### src/rtl/stage6.sv
// Normalization stage: pixel = round(sum(c*p) / sum(c)), using a restoring divider.
// Latency: 10 edges from accept to out_valid (den!=0) or 2 edges (den==0); in_ready only in IDLE; DONE holds until out_ready.
module stage6 #(
    parameter bit ROUND = 1'b1
) (
    input  logic        clk,
    input  logic        rst,
    input  logic        in_valid,
    output logic        in_ready,
    input  logic [15:0] cp1,
    input  logic [15:0] cp2,
    input  logic [15:0] cp3,
    input  logic [15:0] cp4,
    input  logic [15:0] cp5,
    input  logic [15:0] cp6,
    input  logic [15:0] cp7,
    input  logic [15:0] cp8,
    input  logic [15:0] cp9,
    input  logic [7:0]  c1,
    input  logic [7:0]  c2,
    input  logic [7:0]  c3,
    input  logic [7:0]  c4,
    input  logic [7:0]  c5,
    input  logic [7:0]  c6,
    input  logic [7:0]  c7,
    input  logic [7:0]  c8,
    input  logic [7:0]  c9,
    output logic        out_valid,
    input  logic        out_ready,
    output logic [7:0]  pix_out,
    output logic        div_zero
);

    typedef enum logic [1:0] {IDLE, ACC, DIV, DONE} state_t;

    state_t      state;
    logic [17:0] ps0, ps1, ps2;
    logic [9:0]  cs0, cs1, cs2;
    logic [11:0] den;
    logic [19:0] rem;
    logic [2:0]  cnt;
    logic [7:0]  q;

    logic [11:0] den_w;
    logic [19:0] num_w;
    logic [19:0] den_sh;
    logic        ge;
    logic [19:0] rem_sub;

    assign in_ready = (state == IDLE);

    always_comb begin
        den_w   = {2'b00, cs0} + {2'b00, cs1} + {2'b00, cs2};
        num_w   = {2'b00, ps0} + {2'b00, ps1} + {2'b00, ps2};
        // Bias by half the divisor so the truncating divide rounds to nearest.
        if (ROUND)
            num_w = num_w + {9'd0, den_w[11:1]};
        den_sh  = {8'd0, den} << cnt;
        ge      = (rem >= den_sh);
        rem_sub = rem - den_sh;
    end

    always_ff @(posedge clk or negedge rst) begin
        if (!rst) begin
            state     <= IDLE;
            ps0       <= '0;
            ps1       <= '0;
            ps2       <= '0;
            cs0       <= '0;
            cs1       <= '0;
            cs2       <= '0;
            den       <= '0;
            rem       <= '0;
            cnt       <= '0;
            q         <= '0;
            out_valid <= 1'b0;
            pix_out   <= '0;
            div_zero  <= 1'b0;
        end else begin
            case (state)
                IDLE: begin
                    if (in_valid) begin
                        ps0   <= {2'b00, cp1} + {2'b00, cp2} + {2'b00, cp3};
                        ps1   <= {2'b00, cp4} + {2'b00, cp5} + {2'b00, cp6};
                        ps2   <= {2'b00, cp7} + {2'b00, cp8} + {2'b00, cp9};
                        cs0   <= {2'b00, c1} + {2'b00, c2} + {2'b00, c3};
                        cs1   <= {2'b00, c4} + {2'b00, c5} + {2'b00, c6};
                        cs2   <= {2'b00, c7} + {2'b00, c8} + {2'b00, c9};
                        state <= ACC;
                    end
                end
                ACC: begin
                    den <= den_w;
                    if (den_w == 12'd0) begin
                        pix_out   <= '0;
                        div_zero  <= 1'b1;
                        out_valid <= 1'b1;
                        state     <= DONE;
                    end else begin
                        div_zero <= 1'b0;
                        rem      <= num_w;
                        cnt      <= 3'd7;
                        q        <= '0;
                        state    <= DIV;
                    end
                end
                DIV: begin
                    if (ge)
                        rem <= rem_sub;
                    // Quotient bits arrive MSB first, so shift them in from the right.
                    q <= {q[6:0], ge};
                    if (cnt == 3'd0) begin
                        pix_out   <= {q[6:0], ge};
                        out_valid <= 1'b1;
                        state     <= DONE;
                    end else begin
                        cnt <= cnt - 3'd1;
                    end
                end
                DONE: begin
                    if (out_ready) begin
                        out_valid <= 1'b0;
                        state     <= IDLE;
                    end
                end
                default: state <= IDLE;
            endcase
        end
    end

endmodule

### config.mk
export PLATFORM = sky130hd
export DESIGN_NAME = stage6
export DESIGN_NICKNAME = d
export VERILOG_FILES = /design/src/rtl/stage6.sv
export SDC_FILE = /design/constraint.sdc
export NUM_CORES = 1
export LEC_CHECK = 0
export ABC_AREA = 1
export CAP_MARGIN = 20
export CORE_MARGIN = 2
export CORE_UTILIZATION = 47
export DETAILED_ROUTE_END_ITERATION = 10
export DONT_BUFFER_PORTS = 1
export GPL_TIMING_DRIVEN = 0
export HOLD_SLACK_MARGIN = 0.15
export SYNTH_ARGS = -nofsm -noshare
export SYNTH_HDL_FRONTEND = slang
export SYNTH_SLANG_ARGS = --single-unit
### constraint.sdc
create_clock -name clk -period 4.1 [get_ports clk]
set_clock_uncertainty 0.2 [all_clocks]
set_input_delay 0 -clock clk [delete_from_list [all_inputs] [get_ports clk]]
set_output_delay 0 -clock clk [all_outputs]
set_load 0.03 [all_outputs]
=== After elaboration in Yosys (flattened, before gate mapping) ===
Cells that the tools add are included.

* Memory bits (read-only): 0
* Memories kept: 0
* Bits in latches: 0
* Register bits after elaboration: 138
* Bits in writable memories: 0
* Input port bits: 220

* Equality and inequality tests: 10
* Multiply operators: 0
* Bitwise operators: 0
* Shift operators: 1
* Add/sub/neg operators: 19
* Reduce and logical (&&, ||, !) cells: 12
* Magnitude comparators: 1
* Div/mod/pow operators: 0
* Mux-type cells: 21

{| class="wikitable"
|+ Operator list
! operator !! number
|-
| adder 17 x 16 -> 18 bit || 3
|-
| adder 16 x 16 -> 17 bit || 3
|-
| 2-to-1 mux 20 bit || 2
|-
| one-hot mux 20 bit (2 select lines) || 1
|-
| adder 9 x 8 -> 10 bit || 3
|-
| adder 8 x 8 -> 9 bit || 3
|-
| adder 19 x 18 -> 20 bit || 1
|-
| adder 20 x 11 -> 20 bit || 1
|-
| >= comparator 20 bit || 1
|-
| << shifter 12 x 3 -> 20 bit || 1
|-
| subtractor 20 bit || 1
|-
| adder 18 x 18 -> 19 bit || 1
|-
| 2-to-1 mux 8 bit || 2
|-
| one-hot mux 8 bit (2 select lines) || 1
|-
| inequality test 2 bit (second input constant) || 7
|-
| one-hot mux 7 bit (2 select lines) || 1
|-
| adder 11 x 10 -> 12 bit || 1
|-
| zero test 12 bit || 1
|-
| AND reduction 3 bit || 4
|-
| adder 10 x 10 -> 11 bit || 1
|-
| one-hot mux 2 bit (4 select lines) || 1
|-
| 2-to-1 mux 7 bit || 1
|-
| 2-to-1 mux 2 bit || 3
|-
| 2-to-1 mux 3 bit || 2
|-
| other kinds (12) || 18
|}

=== Longest topological paths before layout ===
* Depth in word-level cells: 5
* Gate-level depth with buffers: 25

=== Worst setup path before layout ===
No wires, ideal clock.

* Path kind: flip-flop to flip-flop
* Start point: register cs0[1]
* End point: register rem[10]
* Cell stages (with the launch flop): 21
* Arrival: 3819 ps
* Slack: -36 ps
* Data required time: 3783 ps
* Buffers on the path: 0
* Path through: dfrtp_1 fa_1 ha_1 fa_1 nand3_1 nand2_2 nand2_1 nand3_1 nand2_1 inv_1 fa_1 ha_1 nand2_1 inv_1 a21oi_1 nand3_1 or2_2 nand2_1 o21ai_0 nand4_1 nand2_1

* Longest elaborated chain between the ends: 5
* Elaborated cells between the ends (all ways): 8
* Classes of those cells: add/sub (3); eq/ne (1); mux (2); reduce/logical (2)

{| class="wikitable"
|+ Ends and longest elaborated chain
! what !! line !! text
|-
| from (decl) || 38 || <nowiki>logic [9:0] cs0, cs1, cs2;</nowiki>
|-
| from (signal assigned) || 86 || <nowiki>cs0 <= {2'b00, c1} + {2'b00, c2} + {2'b00, c3};</nowiki>
|-
| adder 10 x 10 -> 11 bit * || 53 || <nowiki>den_w = {2'b00, cs0} + {2'b00, cs1} + {2'b00, cs2};</nowiki>
|-
| adder 11 x 10 -> 12 bit * || 53 ||
|-
| via den_w[9] || 44 || <nowiki>logic [11:0] den_w;</nowiki>
|-
| adder 20 x 11 -> 20 bit or zero test 12 bit (tied branches) || 57, 94 ||
|-
| 2-to-1 mux 20 bit or inequality test 2 bit (tied branches) || -- ||
|-
| one-hot mux 20 bit (2 select lines) or AND reduction 3 bit (tied branches) || -- ||
|-
| to (signal assigned) || 101 || <nowiki>rem <= num_w;</nowiki>
|-
| to (signal assigned) || 109 || <nowiki>rem <= rem_sub;</nowiki>
|-
| to (decl) || 40 || <nowiki>logic [19:0] rem;</nowiki>
|}

Mark *: on every way through the listed nets, which the timed path passes. The rest lies on a longest branch. The select of a mux whose other input is x is not followed.
A chain may end at the register's enable or synchronous reset.

=== Final worst setup path ===
* Start point: register cs2[1]
* End point: register rem[10]

* Longest elaborated chain between the ends: 4
* Elaborated cells between the ends (all ways): 7
* Classes of those cells: add/sub (2); eq/ne (1); mux (2); reduce/logical (2)

{| class="wikitable"
|+ Ends and longest elaborated chain
! what !! line !! text
|-
| from (decl) || 38 ||
|-
| from (signal assigned) || 88 || <nowiki>cs2 <= {2'b00, c7} + {2'b00, c8} + {2'b00, c9};</nowiki>
|-
| adder 11 x 10 -> 12 bit * || 53 ||
|-
| via den_w[9] || 44 ||
|-
| adder 20 x 11 -> 20 bit or zero test 12 bit (tied branches) || 57, 94 ||
|-
| 2-to-1 mux 20 bit or inequality test 2 bit (tied branches) || -- ||
|-
| one-hot mux 20 bit (2 select lines) or AND reduction 3 bit (tied branches) || -- ||
|}

Marks and branches as above.

==> results by stage <==
Clock network:
- The clock passes through at most 2 buffers.
- TritonCTS built the clock tree.
- The number of clock sinks is about 140.
- The clock slew at the register clock pins of the worst setup and hold paths is around 0.060 ns.
- In this run, CTS created clock tree buffers numbering 17.
- The maximum level of the CTS H-tree is 4.
- The cell sitting at the root of the clock tree is a sky130_fd_sc_hd__clkbuf_16.
- The clock network latency to the later pin of the worst-skew pair is around 0.44 ns.

Placed design:
- The detailed placement HPWL is about 33 mm.
- The setup slack after placement is -0.5136 ns.
- The number of buffer cells added on primary ports is 0.
- The number of cells in the design after placement is between 2000 and 2500.
- The final weighted congestion in routability-driven placement is ~0.95.

Route:
- Dividing the detail-routed wire length by the instance count gives roughly 18 µm.
- The via count is roughly 14000.
- Once detail routing completed, the nets flagged for antenna violations numbered 0.
- The number of DRC violations after detailed-routing iteration 0 is around 860.
- Wires add up to roughly 47 mm.
- For this run, design rule violations remaining after detail routing come to 0.
- The per-cell via count in the routed design is roughly 5.4.
- For this run, the detailed router's first-pass iteration total came to 5.

STA:
- The share of the clock period used by the worst path is 1.010.
- The slew at the pin closest to its max-slew limit is 0.8325 ns.
- The headroom to the max-slew limit is 0.4450.
- The final setup violation count is 2.
- The maximum achievable frequency is between 0.2 and 0.25 GHz.
- Setup repair after global routing could not meet its margin everywhere.
- The final critical path time including I/O delays and setup is 4.143 ns.
- Setup slack on the critical path of the routed design comes to -0.04281 ns.
- The max-slew violation total from the final report is 0.
- The count of final hold-check violations is 0.

Job:
- The max-capacitance violation count is 0.

Die:
- The die is approximately 180 µm wide.
- The die covers around 32000 µm².
- The initial utilization of the core area, before any placement, comes to 0.4783.
- During I/O placement, the number of pins put on the boundary was between 200 and 250.
- After floorplanning, the core was divided into 63 placement rows.
- The area inside the core boundary is slightly below 30000 µm².
- Measured along the y axis, the die boundary spans 177.7 µm.

Setup path:
- The nature of the critical path startpoint is a register.
- The startpoint identified for the worst register-to-register timing path is cs2[1].
- The required time at the worst-slack endpoint is ~4.2 ns.
- The start point of the critical path is cs2[1].
- The kind of capture point of the worst setup path is a register.
- The critical path is of the reg2reg type.
- The critical path arrival is roughly 4.3 ns.
- The maximum fanout count along the critical path is 4.

Final layout:
- The area growth from synthesis to layout is 34.74%.
- Excluding fillers, the count of instances in the completed layout stands at about 2600.
- For this run, the post-layout net count is between 2000 and 3000.
- The final antenna diode count is 0.
- The ratio of cells with drive above 1 in the final layout is 0.08958.

Status:
- The checks that failed: setup timing.
- The run finished, with violations left.

Logic synthesis:
- The number of nets handed over by synthesis was roughly 2400.
- The count of cell types in the netlist is slightly above 40.
- The share of synthesized area occupied by flip-flops and latches is 0.2436.
- By area the synthesized netlist is led by sky130_fd_sc_hd__dfrtp_1 (24%), sky130_fd_sc_hd__fa_1 (17%), sky130_fd_sc_hd__nand2_1 (15%).
- The number of instances in the synthesized netlist is 1899.
- Of all cell types, the one taking the most synthesized area is sky130_fd_sc_hd__dfrtp_1.
- The share of synthesized area in the top cell type comes to 0.2436.
- The mean cell area of the mapped netlist is approximately 7.5 µm².
- The synthesis-stage register bit count is 138.
- The number of warnings issued by yosys is 0.
- The mapped cell area is around 14000 µm².

Global route:
- The via count of the first global-routing pass is around 14000.
- For this run the aggregate overflow at the end of global routing stands at 0.
- The global-route total usage across every layer is 0.2977.
- The largest net degree at the start of global routing is ~140.
- The first global-routing pass estimated 72.71 mm of wire.
- The initial antenna violation count was 0.

Min path:
- The startpoint identified for the worst hold timing path is cp2[12].
- The min-delay analysis places its worst path in the category in2reg.
## flip-flops by register name, summed over array words and instances, names as in the netlist, 2 cells and up
| register | flops |
|---|---|
| rem | 20 |
| ps0 | 18 |
| ps1 | 18 |
| ps2 | 18 |
| den | 12 |
| cs0 | 10 |
| cs1 | 10 |
| cs2 | 10 |
| pix_out | 8 |
| q | 7 |
| cnt | 3 |
| state | 2 |
## cells by family after synthesis
family / Yosys count / synth area share
and+or+nand+nor: 926 / 0.2753
adders and majority gates: 245 / 0.2793
xor gates and xnor gates: 28 / 0.01730
AOI/OAI and AO/OA: 282 / 0.1073
buffers and inverters: 278 / 0.07573
DFF: 138 / 0.2436
muxes: 2 / 0.001412
## critical path, stage by stage, from the launching register on
cell	delay (ns)
sky130_fd_sc_hd__dfrtp_1	0.40
sky130_fd_sc_hd__fa_1	0.54
sky130_fd_sc_hd__ha_4	0.21
sky130_fd_sc_hd__fa_2	0.40
sky130_fd_sc_hd__nand3_2	0.12
sky130_fd_sc_hd__nand2_4	0.07
sky130_fd_sc_hd__nand2_2	0.07
sky130_fd_sc_hd__nand2_1	0.05
sky130_fd_sc_hd__nand2_1	0.07
sky130_fd_sc_hd__nand2_2	0.06
sky130_fd_sc_hd__inv_2	0.08
sky130_fd_sc_hd__fa_1	0.46
sky130_fd_sc_hd__ha_4	0.27
sky130_fd_sc_hd__nand2_4	0.11
sky130_fd_sc_hd__inv_4	0.04
sky130_fd_sc_hd__a21oi_4	0.17
sky130_fd_sc_hd__nand3_2	0.15
sky130_fd_sc_hd__or2_4	0.25
sky130_fd_sc_hd__nand2_2	0.06
sky130_fd_sc_hd__o21ai_0	0.08
sky130_fd_sc_hd__nand4_1	0.10
sky130_fd_sc_hd__nand2_1	0.06
## what timing repair did
action,CTS,global route
hold endpoints to repair,222,3
pin swaps,13,49
gates resized for setup,40,105
hold buffers,300,6
buffers inserted,7,20
endpoints found under the setup margin,15,36
## worst paths after layout
path / slack, ns / cells past startpoint / end
min: 0.09 / 6 / ps0[16]
max reg2reg: -0.04 / 21 / rem[10]
min in group asynchronous: 0.55 / 3 / cs0[4]
min reg2reg: 0.28 / 2 / rem[0]
max in group asynchronous: 2.56 / 3 / state[0]
max: -0.04 / 21 / rem[10]
## metal layers
layer	share of wire	track usage	up-vias	wire [µm]
met1	0.41	0.3645	6755	19320
met2	0.50	0.5242	462	23310
met3	0.044	0.03663	109	2072
li1	-	-	6869	-
met4	0.043	0.1332	0	2031
met5	0	0	-	0
## Yosys cell counts, drive strengths merged
| library cell | count |
|---|---|
| xnor2 | 10 |
| clkbuf | 32 |
| inv | 233 |
| fa | 119 |
| nor3 | 15 |
| a221oi | 1 |
| a21oi | 94 |
| o21a | 2 |
| o21bai | 9 |
| a31oi | 16 |
| dfrtp | 138 |
| a21boi | 5 |
| o31ai | 6 |
| and2 | 2 |
| nand2 | 589 |
| nor4 | 1 |
| xor2 | 18 |
| nor2 | 127 |
| nand4 | 35 |
| a21o | 4 |
| clkinv | 1 |
| buf | 12 |
| and3 | 1 |
| nand3b | 24 |
| nand3 | 124 |
| or2 | 8 |
| mux2i | 2 |
| o21ai | 144 |
| ha | 126 |
| a211oi | 1 |
## cell usage in the layout (no fill, tap or decap), types with 24 or more instances in the layout
cell type and instances:
sky130_fd_sc_hd__nand2_1 556, sky130_fd_sc_hd__dlygate4sd3_1 298, sky130_fd_sc_hd__inv_1 223, sky130_fd_sc_hd__dfrtp_1 137
sky130_fd_sc_hd__o21ai_0 122, sky130_fd_sc_hd__fa_1 116, sky130_fd_sc_hd__nand3_1 111, sky130_fd_sc_hd__nor2_1 109
sky130_fd_sc_hd__ha_1 105, sky130_fd_sc_hd__a21oi_1 82, sky130_fd_sc_hd__nand4_1 35, sky130_fd_sc_hd__clkbuf_1 29
sky130_fd_sc_hd__nand2_2 28, sky130_fd_sc_hd__buf_4 26, sky130_fd_sc_hd__nand3b_1 24
## per-stage QoR
step	TNS (ns)	util	area, µm²	hold slack, ns
global route	-2.338	0.6444	19100	0.1555
floorplan	0	-	14180	-0.4956
global placement	-4.129	0.4948	14670	-0.4906
detailed placement	-4.425	0.4948	14670	-0.4909
finish	-0.07475	0.6444	19100	0.08563
CTS	-0.02459	0.6282	18620	0.1528
## final cells by class
cell class / count / area [µm²]
Buffer: 43 / 193.9
Clock buffer: 20 / 466.7
Clock inverter: 11 / 192.7
Fill cell: 2504 / 10540
Inverter: 234 / 883.3
Multi-Input combinational cell: 1483 / 10200
Sequential cell: 138 / 3455
Tap cell: 390 / 488.0
Timing Repair Buffer: 326 / 3217
Power is left out: the tool's default activity adds up to more than one toggle a clock period on the data nets, which glitch-free logic cannot reach.
